File: config.mk
export PLATFORM = sky130hd
export DESIGN_NAME = alu_pipe
export DESIGN_NICKNAME = d
export VERILOG_FILES = /design/src/rtl/alu_pkg.sv /design/src/rtl/alu_core.sv /design/src/rtl/alu_pipe.sv
export SDC_FILE = /design/constraint.sdc
export NUM_CORES = 1
export LEC_CHECK = 0
export CAP_MARGIN = 30
export CELL_PAD_IN_SITES_DETAIL_PLACEMENT = 1
export CELL_PAD_IN_SITES_GLOBAL_PLACEMENT = 2
export CORE_MARGIN = 2
export CORE_UTILIZATION = 37
export DETAILED_ROUTE_END_ITERATION = 10
export PLACE_DENSITY_LB_ADDON = 0.25
export SYNTH_ARGS = -nofsm -noshare
export SYNTH_HDL_FRONTEND = slang
export SYNTH_SLANG_ARGS = --single-unit
File: constraint.sdc
create_clock -name clk -period 4.7 [get_ports clk]
set_input_delay 0.94 -clock clk [delete_from_list [all_inputs] [get_ports clk]]
set_output_delay 0.94 -clock clk [all_outputs]
set_load 0.02 [all_outputs]
File: src/rtl/alu_pkg.sv
// Shared opcode and flag definitions for the pipelined ALU (alu_pipe / alu_core).
package alu_pkg;

    typedef logic [2:0] alu_op_t;

    localparam alu_op_t ALU_ADD = 3'b000;
    localparam alu_op_t ALU_SUB = 3'b001;
    localparam alu_op_t ALU_AND = 3'b010;
    localparam alu_op_t ALU_OR  = 3'b011;
    localparam alu_op_t ALU_XOR = 3'b100;
    localparam alu_op_t ALU_SLT = 3'b101;
    localparam alu_op_t ALU_SLL = 3'b110;
    localparam alu_op_t ALU_SRL = 3'b111;

    typedef struct packed {
        logic zero;
        logic negative;
        logic carry;
        logic overflow;
    } alu_flags_t;

endpackage

File: src/rtl/alu_core.sv
// Combinational ALU datapath: result and zero/negative/carry/overflow flags.
// Optional build macro ALU_SAT_EN makes ADD/SUB saturate on signed overflow.
module alu_core
    import alu_pkg::*;
#(
    parameter int WIDTH = 32
) (
    input  logic [WIDTH-1:0] a,
    input  logic [WIDTH-1:0] b,
    input  alu_op_t          op,
    output logic [WIDTH-1:0] result,
    output alu_flags_t       flags
);

    localparam int SHW = $clog2(WIDTH);

    localparam logic signed [WIDTH-1:0] SMAX = {1'b0, {(WIDTH-1){1'b1}}};
    localparam logic signed [WIDTH-1:0] SMIN = {1'b1, {(WIDTH-1){1'b0}}};

    // Clamp toward the sign of A: both operands share that sign when overflow occurs.
    function automatic logic signed [WIDTH-1:0] saturate(
        input logic signed [WIDTH-1:0] wrapped,
        input logic                    a_msb,
        input logic                    ovf
    );
        if (!ovf)
            return wrapped;
        return a_msb ? SMIN : SMAX;
    endfunction

    logic                    sub;
    logic [WIDTH-1:0]        bm;
    logic [WIDTH:0]          sum;
    logic                    ovf;
    logic [SHW-1:0]          shamt;
    logic signed [WIDTH-1:0] arith_res;

    assign sub   = (op == ALU_SUB) || (op == ALU_SLT);
    assign bm    = b ^ {WIDTH{sub}};
    assign sum   = {1'b0, a} + {1'b0, bm} + {{WIDTH{1'b0}}, sub};
    assign ovf   = (a[WIDTH-1] == bm[WIDTH-1]) && (sum[WIDTH-1] != a[WIDTH-1]);
    assign shamt = b[SHW-1:0];

`ifdef ALU_SAT_EN
    assign arith_res = saturate(sum[WIDTH-1:0], a[WIDTH-1], ovf);
`else
    assign arith_res = sum[WIDTH-1:0];
`endif

    always_comb begin
        result         = '0;
        flags          = '0;
        case (op)
            ALU_ADD, ALU_SUB: begin
                result         = arith_res;
                flags.carry    = sum[WIDTH];
                flags.overflow = ovf;
            end
            ALU_AND: result = a & b;
            ALU_OR:  result = a | b;
            ALU_XOR: result = a ^ b;
            ALU_SLT: result = {{(WIDTH-1){1'b0}}, sum[WIDTH-1] ^ ovf};
            ALU_SLL: result = a << shamt;
            ALU_SRL: result = a >> shamt;
            default: result = '0;
        endcase
        flags.zero     = (result == '0);
        flags.negative = result[WIDTH-1];
    end

endmodule

File: src/rtl/alu_pipe.sv
// Two-stage pipelined ALU with valid/ready handshake on both sides (alu_core inside).
// Optional build macro ALU_SAT_EN is handled inside alu_core.
module alu_pipe
    import alu_pkg::*;
#(
    parameter int WIDTH = 32
) (
    input  logic             clk,
    input  logic             rst,
    input  logic             In_Valid,
    output logic             In_Ready,
    input  logic [WIDTH-1:0] A,
    input  logic [WIDTH-1:0] B,
    input  logic [2:0]       Alu_Control,
    output logic             Out_Valid,
    input  logic             Out_Ready,
    output logic [WIDTH-1:0] Result,
    output logic             Zero,
    output logic             Negative,
    output logic             Carry,
    output logic             Overflow
);

    logic [WIDTH-1:0] a_p1;
    logic [WIDTH-1:0] b_p1;
    alu_op_t          op_p1;
    logic             vld_p1;

    logic [WIDTH-1:0] result_p2;
    alu_flags_t       flags_p2;
    logic             vld_p2;

    logic [WIDTH-1:0] core_result;
    alu_flags_t       core_flags;
    logic             rdy_en;
    logic             adv1;
    logic             adv2;
    logic             accept;

    // rdy_en keeps In_Ready low during reset and for the first edge after release.
    assign adv2     = !vld_p2 || Out_Ready;
    assign adv1     = !vld_p1 || adv2;
    assign In_Ready = adv1 && rdy_en;
    assign accept   = In_Valid && In_Ready;

    always_ff @(posedge clk or posedge rst) begin
        if (rst)
            rdy_en <= 1'b0;
        else
            rdy_en <= 1'b1;
    end

    // Stage 1: operand capture
    always_ff @(posedge clk or posedge rst) begin
        if (rst) begin
            vld_p1 <= 1'b0;
            a_p1   <= '0;
            b_p1   <= '0;
            op_p1  <= ALU_ADD;
        end else begin
            if (adv1)
                vld_p1 <= accept;
            if (accept) begin
                a_p1  <= A;
                b_p1  <= B;
                op_p1 <= Alu_Control;
            end
        end
    end

    alu_core #(
        .WIDTH (WIDTH)
    ) u_core (
        .a      (a_p1),
        .b      (b_p1),
        .op     (op_p1),
        .result (core_result),
        .flags  (core_flags)
    );

    // Stage 2: result and flag registers
    always_ff @(posedge clk or posedge rst) begin
        if (rst) begin
            vld_p2    <= 1'b0;
            result_p2 <= '0;
            flags_p2  <= '0;
        end else begin
            if (adv2)
                vld_p2 <= vld_p1;
            if (adv2 && vld_p1) begin
                result_p2 <= core_result;
                flags_p2  <= core_flags;
            end
        end
    end

    assign Out_Valid = vld_p2;
    assign Result    = result_p2;
    assign Zero      = flags_p2.zero;
    assign Negative  = flags_p2.negative;
    assign Carry     = flags_p2.carry;
    assign Overflow  = flags_p2.overflow;

endmodule
After elaboration in Yosys (flattened, before gate mapping)
Index checks and enable logic that the tools add are counted.

Register bits after elaboration: 106. Logic and storage cells: 43. Input port bits: 71. Output and inout port bits: 38.

Reductions and logical operators: 12. Add/sub/neg operators: 2. Mux-type cells: 2. Bitwise logic cells: 5. Equal/unequal tests: 9. Shift operators: 2.

Operators by type and width (number): 32-bit one-hot mux with 7 select lines (1); 32-bit XOR (2); 32-bit by 32-bit adder with 33-bit output (1); 33-bit by 1-bit adder with 33-bit output (1); 32-bit AND (1); 32-bit zero test (1); 32-bit OR (1); 32-bit by 5-bit << shifter with 32-bit output (1); 32-bit by 5-bit right shift with 32-bit output (1); 3-bit == test, second input constant (4); 3-bit by 2-bit == test with 1-bit output, second input constant (2); 1-bit logical AND (4); 3-bit by 1-bit == test with 1-bit output, second input constant (1); 3-bit zero test (1); 1-bit logical OR (3); 1-bit zero test (2); 2-bit two-way mux (1); 2-bit OR reduction (1); 1-bit == test (1); 1-bit inequality test (1); 1-bit XOR (1).

Depth between registers and ports, before layout
Gate-level depths: netlist of the first run.

Word-level depth: 10. Mapped depth: 18. Gate-level depth less buffers: 15.

Hierarchy
Synthesis of the first run repeated with hierarchy kept, for this count alone.

Cell total of the unflattened synthesis: 1309. Area, all modules: 11702.5 µm².

By module, submodules not included: alu_core (times used 1, cells an instance 1080, seq. area each 0.0 µm², area each 7641.1 µm²); alu_pipe (times used 1, cells an instance 229, seq. area each 2652.5 µm², area each 4061.4 µm²).

Worst setup path after synthesis of the first run
No wires, ideal clock.

Path kind: register to register. Start point: register op_p1[1]. End point: register flags_p2, in the netlist Zero. Setup time: 0.076 ns. Period minus slack after synthesis: 4.216 ns. Path slack: 0.484 ns. Data required time: 4.624 ns. Arrival: 4.139 ns. Cell stages (with the launch flop): 17. Buffers on the path: 3. Cells stage by stage: dfrtp_1 clkbuf_1 clkbuf_1 nor2_1 buf_1 xnor2_1 ha_1 nor2b_1 o211a_1 o31ai_1 o2111ai_1 a31oi_1 mux2i_1 and3_1 nand4b_1 or4_1 o21ai_1.

Word-level cells in the longest chain between the ends: 10. Elaborated cells between the ends (all ways): 19. Classes of those cells: 2 x add/sub; 9 x eq/ne; 1 x mux; 2 x bitwise; 5 x reduce/logical.

RTL lines: start: declaration (RTL line alu_pipe.sv:26) `alu_op_t op_p1;`; start signal: assignment (RTL line alu_pipe.sv:66) `op_p1 <= Alu_Control;`; 3-bit by 1-bit == test with 1-bit output / 3-bit == test (equally long branches) (RTL line alu_core.sv:38, alu_core.sv:53); 1-bit logical OR (RTL line alu_core.sv:38) `assign sub = (op == ALU_SUB) || (op == ALU_SLT);`; 32-bit XOR (RTL line alu_core.sv:39) `assign bm = b ^ {WIDTH{sub}};`; 32-bit by 32-bit adder with 33-bit output (RTL line alu_core.sv:40) `assign sum = {1'b0, a} + {1'b0, bm} + {{WIDTH{1'b0}}, sub};`; 33-bit by 1-bit adder with 33-bit output (RTL line alu_core.sv:40); 1-bit inequality test (RTL line alu_core.sv:41) `assign ovf = (a[WIDTH-1] == bm[WIDTH-1]) && (sum[WIDTH-1] != a[WIDTH-1]);`; 1-bit logical AND (RTL line alu_core.sv:41); 1-bit XOR (RTL line alu_core.sv:62) `ALU_SLT: result = {{(WIDTH-1){1'b0}}, sum[WIDTH-1] ^ ovf};`; 32-bit one-hot mux with 7 select lines (*) (RTL line alu_core.sv:53) `case (op)`; 32-bit zero test (*) (RTL line alu_core.sv:67) `flags.zero = (result == '0);`; end signal: assignment (RTL line alu_pipe.sv:92) `flags_p2 <= core_flags;`; end: declaration (RTL line alu_pipe.sv:30) `alu_flags_t flags_p2;`.

Every way passes the cells marked *; elsewhere a longest branch is shown, timed or not. A chain may end at the register's enable or synchronous reset.

Worst setup path after layout of the first run
Start point: register op_p1[0]. End point: register flags_p2, in the netlist Zero.

Same word-level chain as after synthesis.

==> impl_metrics.tcl, run 1 <==
set metrics [dict create \
    setup_repair_after_global_routing_missed_its_margin "false" \
    most_common_cell_after_layout_fill_and_taps_aside "sky130_fd_sc_hd__nand2_1" \
    cts_root_buffer "sky130_fd_sc_hd__clkbuf_16" \
    grtUsageMet2_pct 50.5 \
    count_of_input_and_output_buffers 108 \
    timing.slew.headroom_pct 40.2 \
    synth.yosys.warnings 0 \
    slew_viol_final 0 \
    number_of_optimization_iterations_in_the_first_detailed_route_pass 5 \
    power_per_cell_area_nw_per_um2 504 \
    groute.layer.met3.usage_pct 3.09 \
    status "completed" \
    detail_route.vias_per_cell 6.28 \
    via_count_of_the_first_global_routing_pass 12100 \
    routing_layer_with_the_top_usage_in_global_route "met2" \
    design.portCount 109 \
    dominantRegCellSynth "sky130_fd_sc_hd__dfrtp_1" \
    synth.top_cells.by_area "sky130_fd_sc_hd__dfrtp_1, sky130_fd_sc_hd__ha_1, sky130_fd_sc_hd__mux2_2" \
    post_synth_instance_area_um2 12200 \
    clock.fmax_mhz 233 \
    nFillCells 3790 \
    slowest_stage "sky130_fd_sc_hd__a2111oi_0" \
    syn_inst 1413 \
    finalSetupViolCount 0 \
    drt_iter0_markers 1272 \
    post-dp-hpwl_mm 42.9 \
    coreArea_um2 32500 \
    cap_viol_max_count 0 \
    avgRoutedWirePerCell_um 28.7 \
    cts.path.max_buffers 2 \
    hold_path.class "reg2reg" \
    postCtsSetupRepairBufs 0 \
    tritoncts_clock_tree "yes" \
    ctsHtreeMaxLevel 3 \
    finalNetCount 1644 \
    multi_input_gate_area_um2 8780 \
    synth-async-reset-ratio_pct 100 \
    cp_data_arrival_time_ns 4.60 \
    post-place-cells 1905 \
    timing.critical_path.slowest_cell_delay_ns 0.58 \
    fp.dieW_um 186 \
    final_layout_size_suffix_gt1_share_pct 16.7 \
    cts_sinks 105 \
    postCtsHoldBufs 0 \
    finalCriticalPeriod_ns 4.29 \
    portion_of_synthesized_cell_area_occupied_by_the_leading_cell_type_pct 21.5 \
    gp_congestion 0.953 \
    sequential_cell_area_um2 2640 \
    tns_ns 0 \
    data_required_critical_path_ns 5.01 \
    critical_path.endpoint_type "flip-flop" \
    final-hold-violation-count 0 \
    initial_util_pct 37.6 \
    period_share_pct 91.3 \
    postSynthRegisterBits 105 \
    worst_skew_pair.late_latency_ns 0.39 \
    postRouteAntennaNets 0 \
    finalWirelength_mm 55.1 \
    antenna_cells 0 \
    cts_resized 0 \
    row_count 66 \
    overflow 0 \
    drcViolationCount 0 \
    areaGrowthSynthToFinish_pct 16.3 \
    final_cell_count_no_fill 1922 \
    fp.dieArea_um2 34500 \
    clock_pin_transition_on_the_worst_setup_and_hold_timing_paths_ns 0.08 \
    tightest_slew_ns 0.896 \
    synth-seq-area-share_pct 21.5 \
    crit_path_start_kind "flip-flop" \
    syn_avg_cell_area_um2 8.66 \
    final.setup_skew_ns 0.0152 \
    grt_start_max_net_pins 101 \
    global_route.usage.met1_pct 47.9 \
    critical_path_cell_list "inv_1 -> nor2_4 -> buf_12 -> xnor2_1 -> ha_1 -> a21oi_1 -> nand2_1 -> or3_1 -> a31o_2 -> xor2_1 -> a2111oi_0 -> buf_4 -> nand3_1 -> nor4b_2 -> nand4_1 -> o21ai_1" \
    num_vias 12100 \
    grt_antenna_before_repair 0 \
    worstSetupPathType "reg2reg" \
    irDropWorstVdd_mv 0.197 \
    grt_first_pass_wirelength_mm 81.8 \
    synth.distinct_cells 91 \
    fp.dieH_um 186 \
    static-leakage-power_nw 5.95 \
    synth_enable_flop_cells 0 \
    syn_nets 1582 \
    globalRouteTotalUtil_pct 32.5 \
    most_frequent_cells_in_the_layout "sky130_fd_sc_hd__nand2_1, sky130_fd_sc_hd__clkdlybuf4s50_1, sky130_fd_sc_hd__mux2_2, sky130_fd_sc_hd__dfrtp_1, sky130_fd_sc_hd__nor2_1" \
    synthDominantAreaCellType "sky130_fd_sc_hd__dfrtp_1" \
    cts_buffers 9 \
    max_fanout_on_critical_path 28 \
]
## metal layers
metal / up-vias / wire [µm]
met2: 467 / 24500
li1: 5370 / -
met5: - / 0
met1: 6172 / 25900
met4: 0 / 1180
met3: 57 / 3610
## stage by stage
| stage | area, µm² | hold slack (ns) | power [mW] | worst slack, ns | utilization (%) |
|---|---|---|---|---|---|
| 2_1_floorplan | 12200 | 0.471 | 4.46 | 0.484 | - |
| 3_5_place_dp | 13900 | 0.469 | 6.28 | 0.489 | 42.7 |
| 3_3_place_gp | 13900 | 0.461 | 6.21 | 0.632 | 42.6 |
| 6_report | 14200 | 0.482 | 7.18 | 0.409 | 43.8 |
| 5_1_grt | 14200 | 0.522 | 7.64 | 0.0625 | 43.8 |
| 4_1_cts | 14200 | 0.488 | 7.13 | 0.460 | 43.7 |
## flip-flops by register name, indices dropped and copies added (netlist names)
| register | flops |
|---|---|
| Out_Valid | 1 |
| vld_p1 | 1 |
| Zero | 1 |
| Carry | 1 |
| b_p1 | 32 |
| op_p1 | 3 |
| Overflow | 1 |
| a_p1 | 32 |
| rdy_en | 1 |
| Result | 32 |
## worst max-delay path: cells and delay by family, from the launching register on
kind            cells  cell delay [ns]
fa+ha+maj           1             0.34
compound gates      4             1.26
simple gates        6             1.14
buf+inv             3             0.61
xor+xnor            2             0.29
flops               1             0.57
## cell usage after synthesis (7+ instances only)
library cell,number
sky130_fd_sc_hd__nand2b_1,8
sky130_fd_sc_hd__dfrtp_1,105
sky130_fd_sc_hd__ha_1,97
sky130_fd_sc_hd__a21oi_1,53
sky130_fd_sc_hd__mux2i_1,68
sky130_fd_sc_hd__buf_1,15
sky130_fd_sc_hd__o22ai_1,31
sky130_fd_sc_hd__a22oi_1,38
sky130_fd_sc_hd__mux2_2,104
sky130_fd_sc_hd__a211oi_1,16
sky130_fd_sc_hd__a21o_1,9
sky130_fd_sc_hd__o21a_1,12
sky130_fd_sc_hd__o211ai_1,39
sky130_fd_sc_hd__o21ai_0,79
sky130_fd_sc_hd__nand2_1,120
sky130_fd_sc_hd__a2bb2oi_1,7
sky130_fd_sc_hd__and2_1,9
sky130_fd_sc_hd__xnor2_1,41
sky130_fd_sc_hd__nor2_1,102
sky130_fd_sc_hd__inv_1,75
sky130_fd_sc_hd__o21ai_1,11
sky130_fd_sc_hd__a31oi_1,17
sky130_fd_sc_hd__nor2b_1,8
sky130_fd_sc_hd__buf_2,21
sky130_fd_sc_hd__nand4_1,11
sky130_fd_sc_hd__a211o_1,8
sky130_fd_sc_hd__nor3_1,30
sky130_fd_sc_hd__clkbuf_1,70
sky130_fd_sc_hd__buf_4,9
sky130_fd_sc_hd__nor4_1,7
sky130_fd_sc_hd__nand3_1,16
sky130_fd_sc_hd__mux4_2,34
sky130_fd_sc_hd__a221oi_1,9
## final cells by class
| class | instances | share of cell area (%) |
|---|---|---|
| clock inverters | 7 | 0.545 |
| clock buffers | 9 | 1.58 |
| flip-flops and latches | 105 | 18.5 |
| multi-input cells | 1108 | 61.7 |
| inverters | 79 | 2.10 |
| repair buffers | 172 | 11.7 |
| well taps | 442 | 3.88 |
## power breakdown
part,switching (mW),internal (mW)
Combinational,2.95,1.95
Clock,0.395,0.419
Sequential,0.327,1.13
Total,3.67,3.50
## logic make-up (layout without fill, tap and decap cells)
family                     after synthesis  after routing  synth area share (%)
xor gates and xnor gates                46             46                  3.29
DFF                                    105            105                  21.5
buffers and inverters                  200            267                  6.99
AOI/OAI and AO/OA                      399            399                  22.2
adders and majority gates               98             98                  10.1
and+or+nand+nor                        349            349                  13.4
muxes                                  215            215                  22.6
other                                    1              1                0.0306
## path summary, 6_finish.rpt
kind	from	endpoint	slack, ns	cells after the start
setup / recovery	op_p1[0]	Zero	0.41	16
hold / removal	Overflow	Overflow	0.48	2
setup reg to reg	op_p1[0]	Zero	0.41	16
hold reg to reg	Overflow	Overflow	0.48	2
max in group asynchronous	rst	Result[6]	2.99	3
min in group asynchronous	rst	a_p1[19]	0.94	2
Power figures use the tool's default switching activity.
==> run 2: changes to the inputs <==
- GPL_TIMING_DRIVEN: unset -> 0
==> run 2 against run 1 <==
Clock skew grew 0.0027 ns. Power grew 5.3%. Cell count grew 3.3%. Utilization grew 0.54 points. Wire length grew 22%. Flip-flop and latch count is the same. Setup slack lost 0.34 ns. Fmax shrank 7.3%.
==> impl_metrics.tcl, run 2 (synthesis results as in run 1) <==
set metrics [dict create \
    worst_skew_pair.late_latency_ns 0.40 \
    slew_viol_final 0 \
    finalWirelength_mm 67.4 \
    number_of_optimization_iterations_in_the_first_detailed_route_pass 5 \
    power_total_mw 7.56 \
    globalRouteTotalUtil_pct 39.5 \
    overflow 0 \
    critical_path.endpoint_type "flip-flop" \
    antenna_cells 0 \
    avgRoutedWirePerCell_um 33.9 \
    grt_antenna_before_repair 3 \
    fp.dieArea_um2 34500 \
    utilization_pct 44.3 \
    clock_pin_transition_on_the_worst_setup_and_hold_timing_paths_ns 0.09 \
    irDropWorstVdd_mv 0.211 \
    final-hold-violation-count 0 \
    fp.dieH_um 186 \
    cts_buffers 9 \
    worst_hold_slack_ns 0.480 \
    post-dp-hpwl_mm 54.9 \
    cp_data_arrival_time_ns 4.91 \
    crit_path_start_kind "flip-flop" \
    grt_start_max_net_pins 68 \
    row_count 66 \
    nFillCells 3892 \
    detail_route.vias_per_cell 6.57 \
    power_per_cell_area_nw_per_um2 525 \
    initial_util_pct 37.6 \
    cpMostUsedCell "sky130_fd_sc_hd__buf_2" \
    multi_input_gate_area_um2 8860 \
    fp.dieW_um 186 \
    finalSetupViolCount 0 \
    tns_ns 0 \
    worstSetupPathType "reg2reg" \
    max_fanout_on_critical_path 11 \
    num_vias 13000 \
    coreArea_um2 32500 \
    cts_sinks 105 \
    grt_first_pass_wirelength_mm 95.6 \
    cts.path.max_buffers 2 \
    via_count_of_the_first_global_routing_pass 12900 \
    hold_path.class "reg2reg" \
    data_required_critical_path_ns 4.98 \
    tightest_slew_ns 0.971 \
    worstPathBufferInverterCount 5 \
    postCtsHoldBufs 0 \
    areaGrowthSynthToFinish_pct 17.8 \
    timing.critical_path.slowest_cell_delay_ns 0.46 \
    ctsHtreeMaxLevel 3 \
    status "completed" \
    drt_iter0_markers 1484 \
    gp_congestion 1.06 \
    most_frequent_cells_in_the_layout "sky130_fd_sc_hd__nand2_1, sky130_fd_sc_hd__clkdlybuf4s50_1, sky130_fd_sc_hd__dfrtp_1, sky130_fd_sc_hd__mux2_2, sky130_fd_sc_hd__nor2_1" \
    count_of_input_and_output_buffers 108 \
    finalNetCount 1708 \
    finalCriticalPeriod_ns 4.63 \
    final_layout_size_suffix_gt1_share_pct 16.0 \
    setup_repair_after_global_routing_missed_its_margin "false" \
    tritoncts_clock_tree "yes" \
    most_common_cell_after_layout_fill_and_taps_aside "sky130_fd_sc_hd__nand2_1" \
    period_share_pct 98.5 \
    cap_viol_max_count 0 \
    worst_path_dominant_cell_family "buffers and inverters" \
    design.portCount 109 \
    timing.slew.headroom_pct 33.4 \
    final.setup_skew_ns 0.0180 \
    critical_path_cell_list "buf_6 -> inv_2 -> buf_2 -> buf_2 -> buf_2 -> ha_1 -> nand2_1 -> o21ai_0 -> mux2i_1 -> o22ai_1 -> a22oi_1 -> nand3_1 -> nor4b_2 -> nand4_1 -> o21ai_1" \
    clock.fmax_mhz 216 \
    slowest_stage "sky130_fd_sc_hd__ha_1" \
    static-leakage-power_nw 5.96 \
    sequential_cell_area_um2 2630 \
    cts_root_buffer "sky130_fd_sc_hd__clkbuf_16" \
    postRouteAntennaNets 0 \
    drcViolationCount 0 \
]
[run 2: cell count changes in the layout (fill, tap and decap cells not counted), sizes merged]
cell / delta
clkbuf: +71
buf: -5
bufinv: -1
clkinvlp: -1
[run 2: area by class of cell]
cell class                 count  share of cell area [%]
clock inverter                 5                   0.252
timing repair buffer         121                    8.39
clock buffer                  11                    1.75
inverter                      79                    2.11
buffer                       115                    3.92
multi-input combinational   1108                    61.5
tap                          442                    3.84
sequential                   105                    18.2
[run 2: power breakdown]
| part | switching [mW] | internal, mW | total [mW] |
|---|---|---|---|
| Clock | 0.419 | 0.394 | 0.813 |
| Sequential | 0.289 | 1.13 | 1.42 |
| Combinational | 3.37 | 1.95 | 5.33 |
[run 2: stage by stage]
stage	instance area, µm²	std cells	setup WS, ns
floorplan	12200	1413	0.484
global placement	13900	1963	-1.46
detailed placement	14000	1974	-1.34
CTS	14400	1988	0.0411
global route	14400	1986	0.00289
finish	14400	1986	0.0706
[run 2: worst paths after layout]
kind	start	endpoint	slack [ns]	cells past startpoint
setup reg to reg	b_p1[0]	Zero	0.07	15
hold / removal	Result[21]	Result[21]	0.48	2
max in group asynchronous	rst	Result[4]	2.96	3
setup / recovery	b_p1[0]	Zero	0.07	15
min in group asynchronous	rst	a_p1[19]	0.95	2
hold reg to reg	Result[21]	Result[21]	0.48	2
[run 2: worst register-to-register path, delay by kind of cell (launching register included)]
| family | cells | cell delay, ns |
|---|---|---|
| AND/OR/NAND/NOR | 4 | 0.53 |
| adder cells (fa/ha/maj) | 1 | 0.47 |
| multiplexers | 1 | 0.33 |
| AO/OA/AOI/OAI | 4 | 1.16 |
| buffers and inverters | 5 | 1.62 |
| flip-flops | 1 | 0.40 |
[run 2: repair_timing]
item / in CTS / in global routing
endpoints found under the hold margin: 0 / 0
gates cloned: 0 / 0
setup endpoints to repair: 25 / 1
buffers inserted: 2 / 0
pin swaps: 1 / 0
gates resized for setup: 32 / 11
[run 2: layer usage]
metal / routed length (µm) / vias up / track usage (%)
met2: 30200 / 698 / 62.6
met4: 2990 / 2 / 16.3
met5: 13 / - / 0
met1: 28700 / 6681 / 52.7
met3: 5510 / 156 / 7.43
li1: - / 5512 / -
==> run 3: changes to the inputs <==
- SLEW_MARGIN: unset -> 25
==> run 3 against run 2 <==
Hold slack barely moved. Critical path depth fell by 1. Flip-flop and latch count did not move. Cell count rose by 0.10%. Clock skew rose by 0.0015 ns. Power rose by 1.2%. Cell area rose by 0.36%. Register-to-register slack got worse by 0.02 ns. Die area did not move. Critical endpoint unchanged. Largest power group unchanged.
==> impl_metrics.tcl, run 3 (synthesis results as in run 1) <==
set metrics [dict create \
    share_clk_of_total_power_pct 10.8 \
    final.setup_skew_ns 0.0194 \
    final_layout_size_suffix_gt1_share_pct 16.6 \
    cpMostUsedCell "sky130_fd_sc_hd__buf_2" \
    period_share_pct 99.0 \
    crit_path_start_kind "flip-flop" \
    clock_pin_transition_on_the_worst_setup_and_hold_timing_paths_ns 0.09 \
    power_total_mw 7.65 \
    drcViolationCount 0 \
    cp_data_arrival_time_ns 4.98 \
    power.switching_fraction_pct 54.3 \
    num_vias 13200 \
    timing.slew.headroom_pct 28.4 \
    power_per_cell_area_nw_per_um2 529 \
    overflow 0 \
    critical_path.endpoint_type "flip-flop" \
    cap_viol_max_count 0 \
    power.internal_mw 3.50 \
    tns_ns 0 \
    count_of_input_and_output_buffers 108 \
    cts_root_buffer "sky130_fd_sc_hd__clkbuf_16" \
    fp.dieH_um 186 \
    postCtsHoldBufs 0 \
    post-dp-hpwl_mm 55.0 \
    place_ws_ns -1.40 \
    number_of_optimization_iterations_in_the_first_detailed_route_pass 6 \
    slowest_stage "sky130_fd_sc_hd__or4_1" \
    seq_power_share_pct 18.6 \
    worstPathBufferInverterCount 5 \
    postPlaceCellArea_um2 14000 \
    initial_util_pct 37.6 \
    most_common_cell_after_layout_fill_and_taps_aside "sky130_fd_sc_hd__nand2_1" \
    final-hold-violation-count 0 \
    most_frequent_cells_in_the_layout "sky130_fd_sc_hd__nand2_1, sky130_fd_sc_hd__clkdlybuf4s50_1, sky130_fd_sc_hd__dfrtp_1, sky130_fd_sc_hd__mux2_2, sky130_fd_sc_hd__nor2_1" \
    post-place-cells 1972 \
    postRouteAntennaNets 0 \
    grt_antenna_before_repair 1 \
    static-leakage-power_nw 5.97 \
    areaGrowthSynthToFinish_pct 18.2 \
    grt_first_pass_wirelength_mm 95.6 \
    fp.dieW_um 186 \
    status "completed" \
    final_cell_count_no_fill 1988 \
    ctsHtreeMaxLevel 3 \
    tightest_slew_ns 1.04 \
    via_count_of_the_first_global_routing_pass 12900 \
    critical_path_cell_list "buf_6 -> inv_2 -> buf_2 -> buf_2 -> buf_2 -> ha_1 -> nor2b_1 -> a22o_1 -> a31oi_2 -> o21ai_1 -> a221oi_1 -> o21ai_0 -> or4_1 -> o21ai_1" \
    drt_iter0_markers 1699 \
    gp_congestion 1.06 \
    switchingPower_mw 4.15 \
    max_fanout_on_critical_path 11 \
    cts_sinks 105 \
    data_required_critical_path_ns 5.03 \
    worst_path_dominant_cell_family "compound AO/OA/AOI/OAI gates" \
    slew_viol_final 0 \
    finalNetCount 1709 \
    fp.dieArea_um2 34500 \
    avgRoutedWirePerCell_um 34.2 \
    finalSetupViolCount 0 \
    irDropWorstVdd_mv 0.218 \
    p_comb_share_pct 70.6 \
    setup_slack_ns 0.0493 \
    tritoncts_clock_tree "yes" \
    utilization_pct 44.5 \
    timing.critical_path.slowest_cell_delay_ns 0.58 \
    design.portCount 109 \
    worst_skew_pair.late_latency_ns 0.41 \
    row_count 66 \
    detail_route.vias_per_cell 6.66 \
    hold_path.class "reg2reg" \
    grt_start_max_net_pins 68 \
    coreArea_um2 32500 \
    worstSetupPathType "reg2reg" \
    finalWirelength_mm 68.0 \
    cell_area_after_layout_um2 14500 \
    worst_hold_slack_ns 0.480 \
    clock.fmax_mhz 215 \
    globalRouteTotalUtil_pct 39.7 \
    finalCriticalPeriod_ns 4.65 \
    cts.path.max_buffers 2 \
    cts_buffers 9 \
]
==> run 3: changes by cell type in the layout (fill, tap and decap cells not counted), sizes merged <==
| cell | previous run | this run |
|---|---|---|
| buf | 59 | 60 |
| diode | 0 | 1 |
==> run 3: cell type report <==
class	instances	area, µm²
Fill cell	3857	18100
Sequential cell	105	2630
Timing Repair Buffer	121	1210
Clock inverter	5	36.3
Buffer	116	563
Clock buffer	11	253
Tap cell	442	553
Inverter	79	307
Multi-Input combinational cell	1108	8920
Antenna cell	1	2.50
==> run 3: repair_timing <==
item,in CTS,in global routing
endpoints found under the hold margin,0,0
pin swaps,3,1
buffers inserted,3,1
gates resized for setup,29,18
endpoints found under the setup margin,25,2
==> run 3: power groups by stage <==
stage / logic (mW) / clock network, mW / registers, mW
after CTS: 5.19 / 0.827 / 1.41
after global routing: 5.65 / 0.852 / 1.44
after detailed placement: 5.10 / 0 / 1.43
final: 5.40 / 0.824 / 1.43
after floorplan: 3.00 / 0 / 1.47
after global placement: 5.01 / 0 / 1.41
==> run 3: final timing paths <==
kind,slack [ns],startpoint,endpoint,depth (start not counted)
setup / recovery,0.05,b_p1[0],Zero,14
hold / removal,0.48,Result[21],Result[21],2
setup reg to reg,0.05,b_p1[0],Zero,14
hold reg to reg,0.48,Result[21],Result[21],2
max in group asynchronous,3.08,rst,Result[4],3
min in group asynchronous,0.90,rst,a_p1[19],2
==> run 3: worst register-to-register path: cells and delay by family, from the launching register on <==
kind                     cells  cell delay, ns
AO/OA/AOI/OAI                6            1.80
buffers and inverters        5            1.21
AND/OR/NAND/NOR              2            0.79
adder cells (fa/ha/maj)      1            0.39
flip-flops                   1            0.37
==> run 3: metal layers <==
| metal | part of all wire [%] | GRT usage, % | wire, µm |
|---|---|---|---|
| met1 | 43 | 53.7 | 29000 |
| met2 | 45 | 62.5 | 30600 |
| met3 | 7.8 | 5.58 | 5280 |
| met4 | 4.5 | 18.2 | 3070 |
| met5 | 0 | 0 | 0 |
